==> src/rtl/clock_pkg.sv <==
// Shared types and constants for the clock-setting controller: FSM states,
// edit-field codes, BCD wrap limits and the reset time.
package clock_pkg;

  typedef enum logic [2:0] {
    ST_RUN      = 3'd0,
    ST_SET_HOUR = 3'd1,
    ST_SET_MIN  = 3'd2,
    ST_SET_AMPM = 3'd3,
    ST_COMMIT   = 3'd4
  } state_e;

  localparam logic [1:0] FIELD_NONE = 2'd0;
  localparam logic [1:0] FIELD_HOUR = 2'd1;
  localparam logic [1:0] FIELD_MIN  = 2'd2;
  localparam logic [1:0] FIELD_AMPM = 2'd3;

  localparam int HOUR_MIN = 1;
  localparam int HOUR_MAX = 12;
  localparam int MIN_MIN  = 0;
  localparam int MIN_MAX  = 59;

  localparam logic [3:0] RST_HOUR_TENS  = 4'd1;
  localparam logic [3:0] RST_HOUR_UNITS = 4'd2;
  localparam logic [3:0] RST_MIN_TENS   = 4'd0;
  localparam logic [3:0] RST_MIN_UNITS  = 4'd0;
  localparam logic       RST_IS_AM      = 1'b1;

endpackage

==> src/rtl/bcd_wrap_inc.sv <==
// Combinational two-digit BCD increment that wraps from HI back to LO.
module bcd_wrap_inc #(
  parameter int LO = 0,
  parameter int HI = 59
) (
  input  logic [3:0] tens_i,
  input  logic [3:0] units_i,
  output logic [3:0] tens_o,
  output logic [3:0] units_o
);

  localparam logic [3:0] LO_T = 4'(LO / 10);
  localparam logic [3:0] LO_U = 4'(LO % 10);
  localparam logic [3:0] HI_T = 4'(HI / 10);
  localparam logic [3:0] HI_U = 4'(HI % 10);

  logic at_hi;
  assign at_hi = (tens_i == HI_T) && (units_i == HI_U);

  always_comb begin
    tens_o  = tens_i;
    units_o = units_i + 4'd1;
    if (at_hi) begin
      tens_o  = LO_T;
      units_o = LO_U;
    end else if (units_i >= 4'd9) begin
      tens_o  = tens_i + 4'd1;
      units_o = 4'd0;
    end
  end

endmodule

==> src/rtl/clock_set_ctrl.sv <==
// Time-setting controller: walks hour/minute/AM-PM edit fields, commits the
// edited time with a one-cycle load strobe, or abandons it after idle timeout.
module clock_set_ctrl
  import clock_pkg::*;
#(
  parameter int TIMEOUT_S = 30
) (
  input  logic       clk,
  input  logic       rst_n,
  input  logic       tick_1hz,
  input  logic       btn_mode,
  input  logic       btn_inc,
  input  logic [3:0] cur_hour_tens,
  input  logic [3:0] cur_hour_units,
  input  logic [3:0] cur_min_tens,
  input  logic [3:0] cur_min_units,
  input  logic       cur_is_am,
  output logic [3:0] set_hour_tens,
  output logic [3:0] set_hour_units,
  output logic [3:0] set_min_tens,
  output logic [3:0] set_min_units,
  output logic       set_is_am,
  output logic       load_pulse,
  output logic       run_en,
  output logic [1:0] edit_field,
  output logic       blink,
  output logic [2:0] dbg_state
);

  localparam logic [7:0] TIMEOUT_V = 8'(TIMEOUT_S);

  state_e     state_q, state_d;
  logic [7:0] idle_q, idle_d;
  logic       blink_q, blink_d;
  logic [3:0] hour_t_q, hour_t_d, hour_u_q, hour_u_d;
  logic [3:0] min_t_q, min_t_d, min_u_q, min_u_d;
  logic       is_am_q, is_am_d;

  logic [3:0] hour_t_inc, hour_u_inc, min_t_inc, min_u_inc;
  logic [7:0] idle_inc;

  assign idle_inc = idle_q + 8'd1;

  bcd_wrap_inc #(.LO(HOUR_MIN), .HI(HOUR_MAX)) u_hour_inc (
    .tens_i  (hour_t_q),
    .units_i (hour_u_q),
    .tens_o  (hour_t_inc),
    .units_o (hour_u_inc)
  );

  bcd_wrap_inc #(.LO(MIN_MIN), .HI(MIN_MAX)) u_min_inc (
    .tens_i  (min_t_q),
    .units_i (min_u_q),
    .tens_o  (min_t_inc),
    .units_o (min_u_inc)
  );

  always_ff @(posedge clk or negedge rst_n) begin
    if (!rst_n) begin
      state_q  <= ST_RUN;
      idle_q   <= 8'd0;
      blink_q  <= 1'b0;
      hour_t_q <= RST_HOUR_TENS;
      hour_u_q <= RST_HOUR_UNITS;
      min_t_q  <= RST_MIN_TENS;
      min_u_q  <= RST_MIN_UNITS;
      is_am_q  <= RST_IS_AM;
    end else begin
      state_q  <= state_d;
      idle_q   <= idle_d;
      blink_q  <= blink_d;
      hour_t_q <= hour_t_d;
      hour_u_q <= hour_u_d;
      min_t_q  <= min_t_d;
      min_u_q  <= min_u_d;
      is_am_q  <= is_am_d;
    end
  end

  always_comb begin
    state_d  = state_q;
    idle_d   = idle_q;
    blink_d  = blink_q;
    hour_t_d = hour_t_q;
    hour_u_d = hour_u_q;
    min_t_d  = min_t_q;
    min_u_d  = min_u_q;
    is_am_d  = is_am_q;

    case (state_q)
      ST_RUN: begin
        idle_d  = 8'd0;
        blink_d = 1'b0;
        if (btn_mode) begin
          state_d  = ST_SET_HOUR;
          hour_t_d = cur_hour_tens;
          hour_u_d = cur_hour_units;
          min_t_d  = cur_min_tens;
          min_u_d  = cur_min_units;
          is_am_d  = cur_is_am;
        end
      end

      ST_SET_HOUR, ST_SET_MIN, ST_SET_AMPM: begin
        if (btn_mode) begin
          // A mode press swallows any simultaneous increment.
          idle_d  = 8'd0;
          blink_d = 1'b0;
          case (state_q)
            ST_SET_HOUR: state_d = ST_SET_MIN;
            ST_SET_MIN:  state_d = ST_SET_AMPM;
            default:     state_d = ST_COMMIT;
          endcase
        end else begin
          if (tick_1hz) blink_d = ~blink_q;
          if (btn_inc) begin
            idle_d = 8'd0;
            case (state_q)
              ST_SET_HOUR: begin
                hour_t_d = hour_t_inc;
                hour_u_d = hour_u_inc;
              end
              ST_SET_MIN: begin
                min_t_d = min_t_inc;
                min_u_d = min_u_inc;
              end
              default: is_am_d = ~is_am_q;
            endcase
          end else if (tick_1hz) begin
            idle_d = idle_inc;
            if (idle_inc >= TIMEOUT_V) begin
              state_d = ST_RUN;
              idle_d  = 8'd0;
              blink_d = 1'b0;
            end
          end
        end
      end

      ST_COMMIT: begin
        state_d = ST_RUN;
        idle_d  = 8'd0;
        blink_d = 1'b0;
      end

      default: begin
        state_d = ST_RUN;
        idle_d  = 8'd0;
        blink_d = 1'b0;
      end
    endcase
  end

  logic in_set;
  assign in_set = (state_q == ST_SET_HOUR) || (state_q == ST_SET_MIN) ||
                  (state_q == ST_SET_AMPM);

  always_comb begin
    edit_field = FIELD_NONE;
    case (state_q)
      ST_SET_HOUR: edit_field = FIELD_HOUR;
      ST_SET_MIN:  edit_field = FIELD_MIN;
      ST_SET_AMPM: edit_field = FIELD_AMPM;
      default:     edit_field = FIELD_NONE;
    endcase
  end

  assign load_pulse     = (state_q == ST_COMMIT);
  assign run_en         = ~in_set;
  assign blink          = blink_q & in_set;
  assign set_hour_tens  = hour_t_q;
  assign set_hour_units = hour_u_q;
  assign set_min_tens   = min_t_q;
  assign set_min_units  = min_u_q;
  assign set_is_am      = is_am_q;
  assign dbg_state      = state_q;

endmodule

==> config.mk <==
export PLATFORM = sky130hd
export DESIGN_NAME = clock_set_ctrl
export DESIGN_NICKNAME = d
export VERILOG_FILES = /design/src/rtl/clock_pkg.sv /design/src/rtl/bcd_wrap_inc.sv /design/src/rtl/clock_set_ctrl.sv
export SDC_FILE = /design/constraint.sdc
export NUM_CORES = 1
export LEC_CHECK = 0
export CORE_UTILIZATION = 46
export CTS_CLUSTER_DIAMETER = 50
export DETAILED_ROUTE_END_ITERATION = 6
export PLACE_DENSITY = 0.81
export REMOVE_ABC_BUFFERS = 1
export SETUP_SLACK_MARGIN = 0.3
export SLEW_MARGIN = 40
export SYNTH_ARGS = -nofsm -noshare
export SYNTH_HDL_FRONTEND = slang
export SYNTH_HIERARCHICAL = 1
export SYNTH_SLANG_ARGS = --single-unit
==> constraint.sdc <==
create_clock -name clk -period 1.8 [get_ports clk]
set_input_delay 0.54 -clock clk [delete_from_list [all_inputs] [get_ports clk]]
set_output_delay 0.54 -clock clk [all_outputs]
set_load 0.02 [all_outputs]
# --- After elaboration in Yosys (flattened, before gate mapping) ---
# Index checks and enable logic that the tools add are counted.
word_totals:
  wordCells: 106
  output_inout_bits: 25
  reg_bits: 29
classes:
  reduce_logical: 14
  addsub: 5
  bitwise: 4
  mux: 52
  n_lt_le_gt_ge: 3
  eq_ne: 20
op_table:
  columns: ["op", "count"]
  rows:
  - ["two-way mux 4 bit", 24]
  - ["two-way mux 8 bit", 5]
  - ["case mux 4 bit (2 select lines)", 4]
  - ["adder 4 x 1 -> 4 bit, second input constant", 4]
  - ["two-way mux 3 bit", 5]
  - ["AND reduction 5 bit", 3]
  - ["inequality test 2 bit, second input constant", 6]
  - ["case mux 3 bit (2 select lines)", 2]
  - ["AND reduction 6 bit", 2]
  - ["two-way mux 1 bit", 10]
  - ["inequality test 3 bit, second input constant", 3]
  - ["adder 8 x 1 -> 8 bit, second input constant", 1]
  - ["greater-or-equal comparator 4 bit, second input constant", 2]
  - ["greater-or-equal comparator 8 x 5 -> 1 bit, second input constant", 1]
  - ["equality test 3 x 2 -> 1 bit, second input constant", 2]
  - ["inequality test 3 x 1 -> 1 bit, second input constant", 2]
  - ["case mux 2 bit (3 select lines)", 1]
  - ["equality test 4 x 1 -> 1 bit, second input constant", 1]
  - ["equality test 4 x 2 -> 1 bit, second input constant", 1]
  - ["equality test 4 x 3 -> 1 bit, second input constant", 1]
  - ["equality test 4 bit, second input constant", 1]
  - ["inequality test 4 bit, second input constant", 1]
  - ["AND reduction 4 bit", 1]
  - ["equality test 3 x 1 -> 1 bit, second input constant", 1]
  - ["10 further kinds", 14]

# --- Depth between registers and ports, before layout ---
# Gate-level depths: netlist (run 1).
logic_depth:
  depth_word: 7
  mapped_depth: 7

# --- Hierarchy ---
# Netlist (run 1), hierarchy kept.
by_module_without_submodules:
  columns: ["module", "seq_area_each_um2", "area_each_um2", "cells_each", "n_inst"]
  rows:
  - ["clock_set_ctrl", 729.4, 1656.6, 170, 1]
  - ["bcd_wrap_inc (u_min_inc)", 0.0, 241.5, 36, 1]
  - ["bcd_wrap_inc (u_hour_inc)", 0.0, 239.0, 33, 1]

# --- Worst setup path after synthesis (run 1) ---
# Ideal clock, no wire load.
synth_timing:
  path_kind: "register to register"
  start: "register idle_q[0]"
  end: "register blink_q"
  synth_period_minus_slack_ns: 1.929
  path_buffers: 0
  required_time_ns: 1.693
  arrival_time_ns: 1.822
  stages_incl_launch_ff: 7
  setup_slack_ns: -0.129
  path_cell_list: "dfrtp_1 > ha_1 > nand3_2 > o22a_1 > nor4b_4 > nand2_4 > a2111oi_4"
synth_between:
  elab_chain_cells: 7
synth_lines:
  columns: ["item", "line_no", "text"]
  rows:
  - ["from (decl)", "clock_set_ctrl.sv:33", "logic [7:0] idle_q, idle_d;"]
  - ["from (signal assigned)", "clock_set_ctrl.sv:70", "idle_q <= idle_d;"]
  - ["adder 8 x 1 -> 8 bit", "clock_set_ctrl.sv:42", "assign idle_inc = idle_q + 8'd1;"]
  - ["greater-or-equal comparator 8 x 5 -> 1 bit", "clock_set_ctrl.sv:131", "if (idle_inc >= TIMEOUT_V) begin"]
  - ["two-way mux 1 bit", "clock_set_ctrl.sv:131", null]
  - ["two-way mux 1 bit", "clock_set_ctrl.sv:129", "end else if (tick_1hz) begin"]
  - ["two-way mux 1 bit", "clock_set_ctrl.sv:116", "if (btn_inc) begin"]
  - ["two-way mux 1 bit", "clock_set_ctrl.sv:105", "if (btn_mode) begin"]
  - ["two-way mux 1 bit", "clock_set_ctrl.sv:90", "case (state_q)"]
  - ["via blink_d", "clock_set_ctrl.sv:34", "logic blink_q, blink_d;"]
  - ["to (signal assigned)", "clock_set_ctrl.sv:71", "blink_q <= blink_d;"]
  - ["to (decl)", "clock_set_ctrl.sv:34", null]
# The timed path passes the listed nets, and every way through them passes these cells.
# A chain may end at the register's enable or synchronous reset.

# --- Worst setup path in the final report (run 1) ---
layout_timing:
  start: "register hour_u_q[0] (netlist: set_hour_units[0])"
  end: "register hour_t_q[1] (netlist: set_hour_tens[1])"
layout_between:
  elab_chain_cells: 7
layout_lines:
  columns: ["item", "line_no", "text"]
  rows:
  - ["from (decl)", "clock_set_ctrl.sv:35", "logic [3:0] hour_t_q, hour_t_d, hour_u_q, hour_u_d;"]
  - ["from (signal assigned)", "clock_set_ctrl.sv:73", "hour_u_q <= hour_u_d;"]
  - ["equality test 4 x 2 -> 1 bit", "bcd_wrap_inc.sv:18", "assign at_hi = (tens_i == HI_T) && (units_i == HI_U);"]
  - ["logical AND 1 bit", "bcd_wrap_inc.sv:18", null]
  - ["two-way mux 4 bit", "bcd_wrap_inc.sv:23", "if (at_hi) begin"]
  - ["via hour_t_inc[1]", "clock_set_ctrl.sv:39", "logic [3:0] hour_t_inc, hour_u_inc, min_t_inc, min_u_inc;"]
  - ["two-way mux 4 bit", "clock_set_ctrl.sv:118", "case (state_q)"]
  - ["two-way mux 4 bit", "clock_set_ctrl.sv:116", null]
  - ["two-way mux 4 bit", "clock_set_ctrl.sv:105", null]
  - ["case mux 4 bit (2 select lines)", "clock_set_ctrl.sv:90", null]
  - ["to (signal assigned)", "clock_set_ctrl.sv:72", "hour_t_q <= hour_t_d;"]
  - ["to (decl)", "clock_set_ctrl.sv:35", null]
# The timed path passes the listed nets, and every way through them passes these cells. The select of a mux whose other input is x is not followed.

==> metrics.log, run 1 <==
INFO  metric worstReg2RegEnd = set_hour_tens[1]$_DFFE_PN0P_
INFO  metric setup_viol = 12
INFO  metric place.port_buffers = 46
INFO  metric clockBufferDepth = 2
INFO  metric max_cap_viol_count = 0
INFO  metric post_synth_main_area_contributors = sky130_fd_sc_hd__dfrtp_1 (30%), sky130_fd_sc_hd__mux2i_1 (8.9%), sky130_fd_sc_hd__ha_1 (7.6%)
INFO  metric globalRouteOverflowTotal = 0
INFO  metric post-route-cell-area = about 3700 sq um
INFO  metric clock_tree_skew_after_final_layout = between 0.01 and 0.015 ns
INFO  metric synth.lib_cells_used.distinct = 52
INFO  metric slack_of_the_worst_reg_to_reg_path = -0.21 ns
INFO  metric synth.cells.most_frequent = sky130_fd_sc_hd__nand2_1 (32), sky130_fd_sc_hd__dfrtp_1 (26), sky130_fd_sc_hd__o21ai_0 (25)
INFO  metric drt_pre_antenna_iters = 5
INFO  metric drcViolationCount = 0
INFO  metric dp_worst_setup_slack = -0.291 ns
INFO  metric finalWorstSetupSlack = -0.206 ns
INFO  metric via_per_inst = around 6.1
INFO  metric worst_hold_startpoint = idle_q[5]$_DFFE_PN0P_
INFO  metric power.ir.vdd_worst = about 0.0013 V
INFO  metric detail_route.iter0.violations = 169
INFO  metric hold_ws = 0.585 ns
INFO  metric relSlewSlack = 0.618
INFO  metric design.final.nets = 398
INFO  metric outcome = finished with violations
INFO  metric cts_tree = done
INFO  metric crit_start = set_hour_units[0]$_DFFE_PN0P_
INFO  metric rr_startpoint = set_hour_units[0]$_DFFE_PN0P_
INFO  metric finalCritPeriodShare = 1.11
INFO  metric layout-drive-gt1-share = 0.496
INFO  metric fin_total_pwr = 5.84 mW
INFO  metric timing_worst_setup_path_type = reg -> reg
INFO  metric clock_sinks = 29
INFO  metric die_h = about 70 um
INFO  metric power_density = about 1600 nW/um^2
INFO  metric rsz0062_at_grt = yes
INFO  metric die-area = between 4000 and 5000 sq um
INFO  metric synth-main-ff-cell = sky130_fd_sc_hd__dfrtp_1
INFO  metric most_frequent_cell_after_synthesis = sky130_fd_sc_hd__nand2_1
INFO  metric residual_antenna_violating_net_count_after_detailed_routing = 0
INFO  metric dpl.hpwl = 3830 um
INFO  metric data_required_time_of_the_critical_path = 2.01 ns
INFO  metric violations = negative setup slack
INFO  metric place_congestion = 0.788
INFO  metric number_of_standard_cell_rows_in_the_floorplan = 24
INFO  metric hold_viol = 0
INFO  metric synth-seq-area-share = 0.341
INFO  metric cts-htree-levels = 2
INFO  metric timing_max_transition_violations_final = 0
INFO  metric cts.hold.buffers_added = 0
INFO  metric power.static_leakage = roughly 1.6 nW
INFO  metric filler_cell_count = 219
INFO  metric netlist_area = 2140 sq um
INFO  metric cell_type_with_the_largest_total_area_after_synthesis = sky130_fd_sc_hd__dfrtp_1
INFO  metric min_path_type = reg -> reg
INFO  metric cts_made_buffers = 5
INFO  metric synth.top_cell.area_share = 0.304
INFO  metric critPathCaptureType = flop
INFO  metric cts.root.buffer_cell = sky130_fd_sc_hd__clkbuf_8
INFO  metric postRouteWirelength = around 9000 um
INFO  metric grt_antenna_before_repair = 0
INFO  metric floorplan.initialDensity = 0.484
INFO  metric critical_path_peak_fanout = 8
INFO  metric grt.total_usage = 0.296
INFO  metric critPathCapture = set_hour_tens[1]$_DFFE_PN0P_
INFO  metric fin_tns_setup = -0.856 ns
INFO  metric fin_util = 0.838
INFO  metric first_global_vias = 2309
INFO  metric setup.worst_path.start_class = flop
INFO  metric finalCriticalPeriod = between 2 and 2.5 ns
INFO  metric via_count = 2532
INFO  metric clk_latency = 0.29 ns
INFO  metric grt_first_pass_wirelength = 11300 um
INFO  metric antenna_cells = 0
INFO  metric worstPathArrival = 2.22 ns
INFO  metric synth_edf_count = 0
INFO  metric r2r.worst_path.cells = 7
INFO  metric layout-area-overhead-vs-synth = 73.1%
INFO  metric ys_warn_count = 6
INFO  metric maxClockFrequency = 0.499 GHz
INFO  metric route.detailed.wl_per_inst = 21.9 um
INFO  metric worst_slew_pin_slew = 0.573 ns
INFO  metric yosys_register_bits = 29
INFO  metric core_area = 4410 sq um
INFO  metric synth_cells = 239
INFO  metric synth-async-reset-ratio = 1.00
INFO  metric place.detailed.instances = 358
INFO  metric clkSlewWorstSetupHoldPaths = 0.07 ns
INFO  metric finalNonFillerCells = 415
INFO  metric die-width = 70.2 um
INFO  metric boundaryPins = 47
INFO  metric synthesis.area_per_instance = 8.94 sq um
INFO  metric maximum_number_of_pins_on_one_net_before_global_route_repair = 30
INFO  metric place_area = 2840 sq um
how the worst min path moves through the flow:
stage | end | slack, ns | cells after the start
floorplan | blink_q$_DFF_PN0_ | 0.24 | 0
global placement | set_hour_units[1]$_DFFE_PN1P_ | 0.51 | 2
detailed placement | set_hour_units[1]$_DFFE_PN1P_ | 0.52 | 2
CTS | set_is_am$_DFFE_PN1P_ | 0.57 | 2
global route | idle_q[5]$_DFFE_PN0P_ | 0.62 | 1
finish | idle_q[5]$_DFFE_PN0P_ | 0.58 | 1
layout make-up:
class / instances / area (sq um) / share of cell area
tap: 52 / 65.1 / 0.0176
inverter: 14 / 52.6 / 0.0142
timing repair buffer: 125 / 1150 / 0.312
multi-input combinational: 188 / 1600 / 0.434
clock buffer: 7 / 86.3 / 0.0233
sequential: 29 / 737 / 0.199
what timing repair did:
item / in CTS / in global routing
resized for setup: 179 / 70
cloned: 1 / 1
pin swaps: 27 / 19
setup buffers: 30 / 18
setup endpoints to repair: 53 / 46
layer usage:
layer | GRT usage | routed length [um] | up-vias
li1 | - | - | 1096
met5 | 0 | 0 | -
met3 | 0.0765 | 637 | 44
met4 | 0.109 | 429 | 0
met2 | 0.535 | 4610 | 157
met1 | 0.332 | 3410 | 1235
critical path: stages, from the launching register on:
cell and delay [ns]:
sky130_fd_sc_hd__dfrtp_2 0.45, sky130_fd_sc_hd__inv_1 0.11, sky130_fd_sc_hd__ha_2 0.21, sky130_fd_sc_hd__nor3b_4 0.52, sky130_fd_sc_hd__o21ai_1 0.13, sky130_fd_sc_hd__a21oi_1 0.22, sky130_fd_sc_hd__mux2i_1 0.13, sky130_fd_sc_hd__o21ai_1 0.16
placed cells by master (no fill, tap or decap), types with 3 or more instances in the layout:
| cell | Yosys | routed |
|---|---|---|
| sky130_fd_sc_hd__nor3b_2 | 1 | 4 |
| sky130_fd_sc_hd__clkbuf_8 | 0 | 6 |
| sky130_fd_sc_hd__nand3_1 | 6 | 6 |
| sky130_fd_sc_hd__nor3_1 | 6 | 3 |
| sky130_fd_sc_hd__nand2_1 | 32 | 32 |
| sky130_fd_sc_hd__a21oi_1 | 11 | 7 |
| sky130_fd_sc_hd__ha_1 | 13 | 8 |
| sky130_fd_sc_hd__clkbuf_2 | 1 | 3 |
| sky130_fd_sc_hd__buf_4 | 1 | 53 |
| sky130_fd_sc_hd__inv_2 | 2 | 5 |
| sky130_fd_sc_hd__dfrtp_2 | 0 | 6 |
| sky130_fd_sc_hd__nand4_1 | 4 | 4 |
| sky130_fd_sc_hd__ha_4 | 0 | 4 |
| sky130_fd_sc_hd__inv_1 | 11 | 8 |
| sky130_fd_sc_hd__dfstp_2 | 3 | 3 |
| sky130_fd_sc_hd__buf_6 | 3 | 38 |
| sky130_fd_sc_hd__nand3b_1 | 3 | 3 |
| sky130_fd_sc_hd__o21ai_1 | 0 | 21 |
| sky130_fd_sc_hd__xnor2_1 | 3 | 3 |
| sky130_fd_sc_hd__clkdlybuf4s50_1 | 0 | 19 |
| sky130_fd_sc_hd__clkdlybuf4s15_2 | 0 | 3 |
| sky130_fd_sc_hd__dfrtp_1 | 26 | 20 |
| sky130_fd_sc_hd__buf_2 | 1 | 5 |
| sky130_fd_sc_hd__nand2b_1 | 6 | 4 |
| sky130_fd_sc_hd__nor2_1 | 11 | 6 |
| sky130_fd_sc_hd__a211o_4 | 0 | 4 |
| sky130_fd_sc_hd__a21oi_2 | 0 | 4 |
| sky130_fd_sc_hd__nor3_2 | 0 | 3 |
| sky130_fd_sc_hd__nor2_4 | 0 | 3 |
| sky130_fd_sc_hd__or3_4 | 0 | 4 |
| sky130_fd_sc_hd__or3_1 | 7 | 3 |
| sky130_fd_sc_hd__mux2i_1 | 19 | 18 |
kinds of logic (layout without fill, tap and decap cells):
family / Yosys count / in the layout / share of synthesized area
compound gates: 54 / 56 / 0.163
xor+xnor: 5 / 5 / 0.0205
fa+ha+maj: 13 / 13 / 0.0761
buf+inv: 24 / 146 / 0.0556
flops: 29 / 29 / 0.341
mux: 19 / 19 / 0.0890
simple gates: 95 / 95 / 0.254
report_power, final:
part | internal [mW] | total (mW) | switching [mW]
Clock | 0.303 | 0.571 | 0.268
Combinational | 1.99 | 4.15 | 2.15
Sequential | 0.885 | 1.12 | 0.236
Total | 3.18 | 5.84 | 2.66
state kept, by name, indices dropped and copies added, names as in the netlist:
name and flops:
set_min_tens 4, set_is_am 1, set_hour_units 4, idle_q 8, dbg_state 3, blink_q 1, set_hour_tens 4, set_min_units 4
(Power assumes the default switching activity.)
==> run 2, diff against run 1 <==
Settings changed: TNS_END_PERCENT from default to 30.
==> metrics.log, run 2 (synthesis results as in run 1) <==
INFO  metric layout.cells.most_common_list = sky130_fd_sc_hd__buf_4 (39), sky130_fd_sc_hd__nand2_1 (32), sky130_fd_sc_hd__buf_6 (23), sky130_fd_sc_hd__clkdlybuf4s50_1 (19)
INFO  metric boundaryPins = 47
INFO  metric hold_end = idle_q[5]$_DFFE_PN0P_
INFO  metric power_density = 1490 nW/um^2
INFO  metric worst_slew_pin_slew = around 0.4 ns
INFO  metric die-width = 70.2 um
INFO  metric design.final.nets = roughly 370
INFO  metric critPathCaptureType = flop
INFO  metric registers.top_by_ff_count = idle_q
INFO  metric clock_sinks = 29
INFO  metric worstPathArrival = 2.11 ns
INFO  metric place_congestion = 0.788
INFO  metric crit_chain = inv_4, ha_4, nor3b_4, buf_12, or3_1, a21oi_1, mux2i_1, o21ai_1
INFO  metric filler_cell_count = 273
INFO  metric cts.root.buffer_cell = sky130_fd_sc_hd__clkbuf_8
INFO  metric via_count = 2207
INFO  metric drcViolationCount = 0
INFO  metric fin_util = 0.769
INFO  metric rsz0062_at_grt = yes
INFO  metric worst_path_largest_cell_delay = 0.57 ns
INFO  metric max_cap_viol_count = 0
INFO  metric die-area = 4920 sq um
INFO  metric clockBufferDepth = 2
INFO  metric core_area = about 4400 sq um
INFO  metric first_global_vias = 2102
INFO  metric worst_hold_startpoint = idle_q[5]$_DFFE_PN0P_
INFO  metric power.static_leakage = 1.44 nW
INFO  metric timing_worst_setup_path_type = reg -> reg
INFO  metric dpl.hpwl = around 3800 um
INFO  metric slack_of_the_worst_reg_to_reg_path = -0.11 ns
INFO  metric grt_antenna_before_repair = 0
INFO  metric layout-area-overhead-vs-synth = 58.9%
INFO  metric clock_tree_skew_after_final_layout = 0.00607 ns
INFO  metric rr_startpoint = set_hour_units[1]$_DFFE_PN1P_
INFO  metric die_h = 70.2 um
INFO  metric clk_latency = 0.28 ns
INFO  metric finalCriticalPeriod = 1.91 ns
INFO  metric clkSlewWorstSetupHoldPaths = 0.06 ns
INFO  metric hold_path_depth = 1
INFO  metric dp_worst_setup_slack = -0.291 ns
INFO  metric floorplan.initialDensity = 0.484
INFO  metric outcome = finished with violations
INFO  metric grt_first_pass_wirelength = between 9000 and 10000 um
INFO  metric setup.worst_path.start_class = flop
INFO  metric hold_viol = 0
INFO  metric detail_route.iter0.violations = 81
INFO  metric layout-drive-gt1-share = 0.441
INFO  metric data_required_time_of_the_critical_path = 2.00 ns
INFO  metric number_of_standard_cell_rows_in_the_floorplan = 24
INFO  metric largest_reg_flops = 8
INFO  metric postRouteWirelength = about 6800 um
INFO  metric via_per_inst = 5.73
INFO  metric power.ir.vdd_worst = 0.000986 V
INFO  metric setup_viol = 3
INFO  metric relSlewSlack = 0.732
INFO  metric drt_pre_antenna_iters = 5
INFO  metric finalWorstSetupSlack = -0.109 ns
INFO  metric worstReg2RegEnd = set_hour_tens[1]$_DFFE_PN0P_
INFO  metric r2r.worst_path.cells = 8
INFO  metric route.detailed.wl_per_inst = 17.7 um
INFO  metric antenna_cells = 0
INFO  metric globalRouteOverflowTotal = 0
INFO  metric min_path_type = reg -> reg
INFO  metric violations = negative setup slack
INFO  metric cts-htree-levels = 2
INFO  metric grt.total_usage = 0.258
INFO  metric place.port_buffers = 46
INFO  metric maxClockFrequency = 0.524 GHz
INFO  metric critical_path_peak_fanout = 8
INFO  metric cts_tree = done
INFO  metric maximum_number_of_pins_on_one_net_before_global_route_repair = 30
INFO  metric cts_made_buffers = 5
INFO  metric finalCritPeriodShare = 1.06
INFO  metric timing_max_transition_violations_final = 0
INFO  metric layout_commonest_cell = sky130_fd_sc_hd__buf_4
INFO  metric timing.critical_path.slowest_stage_cell = sky130_fd_sc_hd__dfstp_2
INFO  metric residual_antenna_violating_net_count_after_detailed_routing = 0
-- run 2: changes by cell type in the layout (fill, tap and decap cells not counted), moves of 3 or more --
cell,before,now
sky130_fd_sc_hd__o21ai_0,2,5
sky130_fd_sc_hd__dfrtp_2,6,9
sky130_fd_sc_hd__dfrtp_1,20,17
sky130_fd_sc_hd__o21ai_1,21,18
sky130_fd_sc_hd__buf_6,38,23
sky130_fd_sc_hd__buf_4,53,39
sky130_fd_sc_hd__buf_2,5,9
-- run 2: power by group --
group | internal [mW] | switching, mW | leakage [nW] | total (mW)
combinational | 1.61 | 1.72 | 1.04 | 3.33
sequential | 0.891 | 0.299 | 0.361 | 1.19
clock | 0.303 | 0.246 | 0.0443 | 0.549
-- run 2: repair_timing --
item                       in CTS  in global routing
pin swaps                      49                 37
setup endpoints to repair      53                 42
buffers inserted               11                  9
hold buffers                    0                  0
resized for setup             184                 42
-- run 2: cell type report --
cell class | count | area, sq um | area share
Sequential cell | 29 | 741 | 0.218
Timing Repair Buffer | 97 | 871 | 0.256
Tap cell | 52 | 65.1 | 0.0192
Multi-Input combinational cell | 186 | 1580 | 0.464
Inverter | 14 | 57.6 | 0.0169
Clock buffer | 7 | 86.3 | 0.0254
-- run 2: worst max-delay path by stage --
stage / slack (ns) / startpoint / cells after the start / to
after floorplan: -0.58 / dbg_state[1]$_DFFE_PN0P_ / 2 / blink
after global placement: -0.23 / btn_mode / 5 / set_hour_units[2]$_DFFE_PN0P_
after detailed placement: -0.29 / btn_mode / 5 / set_hour_tens[2]$_DFFE_PN0P_
after CTS: 0.006 / idle_q[1]$_DFFE_PN0P_ / 8 / blink_q$_DFF_PN0_
after global routing: -0.17 / set_hour_units[1]$_DFFE_PN1P_ / 8 / set_hour_tens[1]$_DFFE_PN0P_
final: -0.11 / set_hour_units[1]$_DFFE_PN1P_ / 8 / set_hour_tens[1]$_DFFE_PN0P_
-- run 2: critical path, delay by kind of cell, from the launching register on --
family	cells	cell delay, ns
adders and majority gates	1	0.15
and+or+nand+nor	2	0.53
AOI/OAI and AO/OA	2	0.31
buffers and inverters	2	0.20
muxes	1	0.08
DFF	1	0.57
-- run 2: per-stage QoR --
step / setup TNS (ns) / std cells / power [mW] / area [sq um] / hold WS [ns]
floorplan: -6.88 / 229 / 2.49 / 2070 / 0.244
global placement: -4.34 / 358 / 3.43 / 2840 / 0.515
detailed placement: -5.23 / 358 / 3.50 / 2840 / 0.522
CTS: 0 / 376 / 4.40 / 3160 / 0.573
global route: -0.781 / 385 / 5.35 / 3400 / 0.594
finish: -0.117 / 385 / 5.07 / 3400 / 0.576
-- run 2: layer usage --
| layer | routed length (um) | global-route usage | vias up |
|---|---|---|---|
| met2 | 3630 | 0.448 | 81 |
| met5 | 0 | 0 | - |
| li1 | - | - | 1038 |
| met1 | 2650 | 0.314 | 1069 |
| met3 | 342 | 0.0563 | 19 |
| met4 | 200 | 0.0911 | 0 |
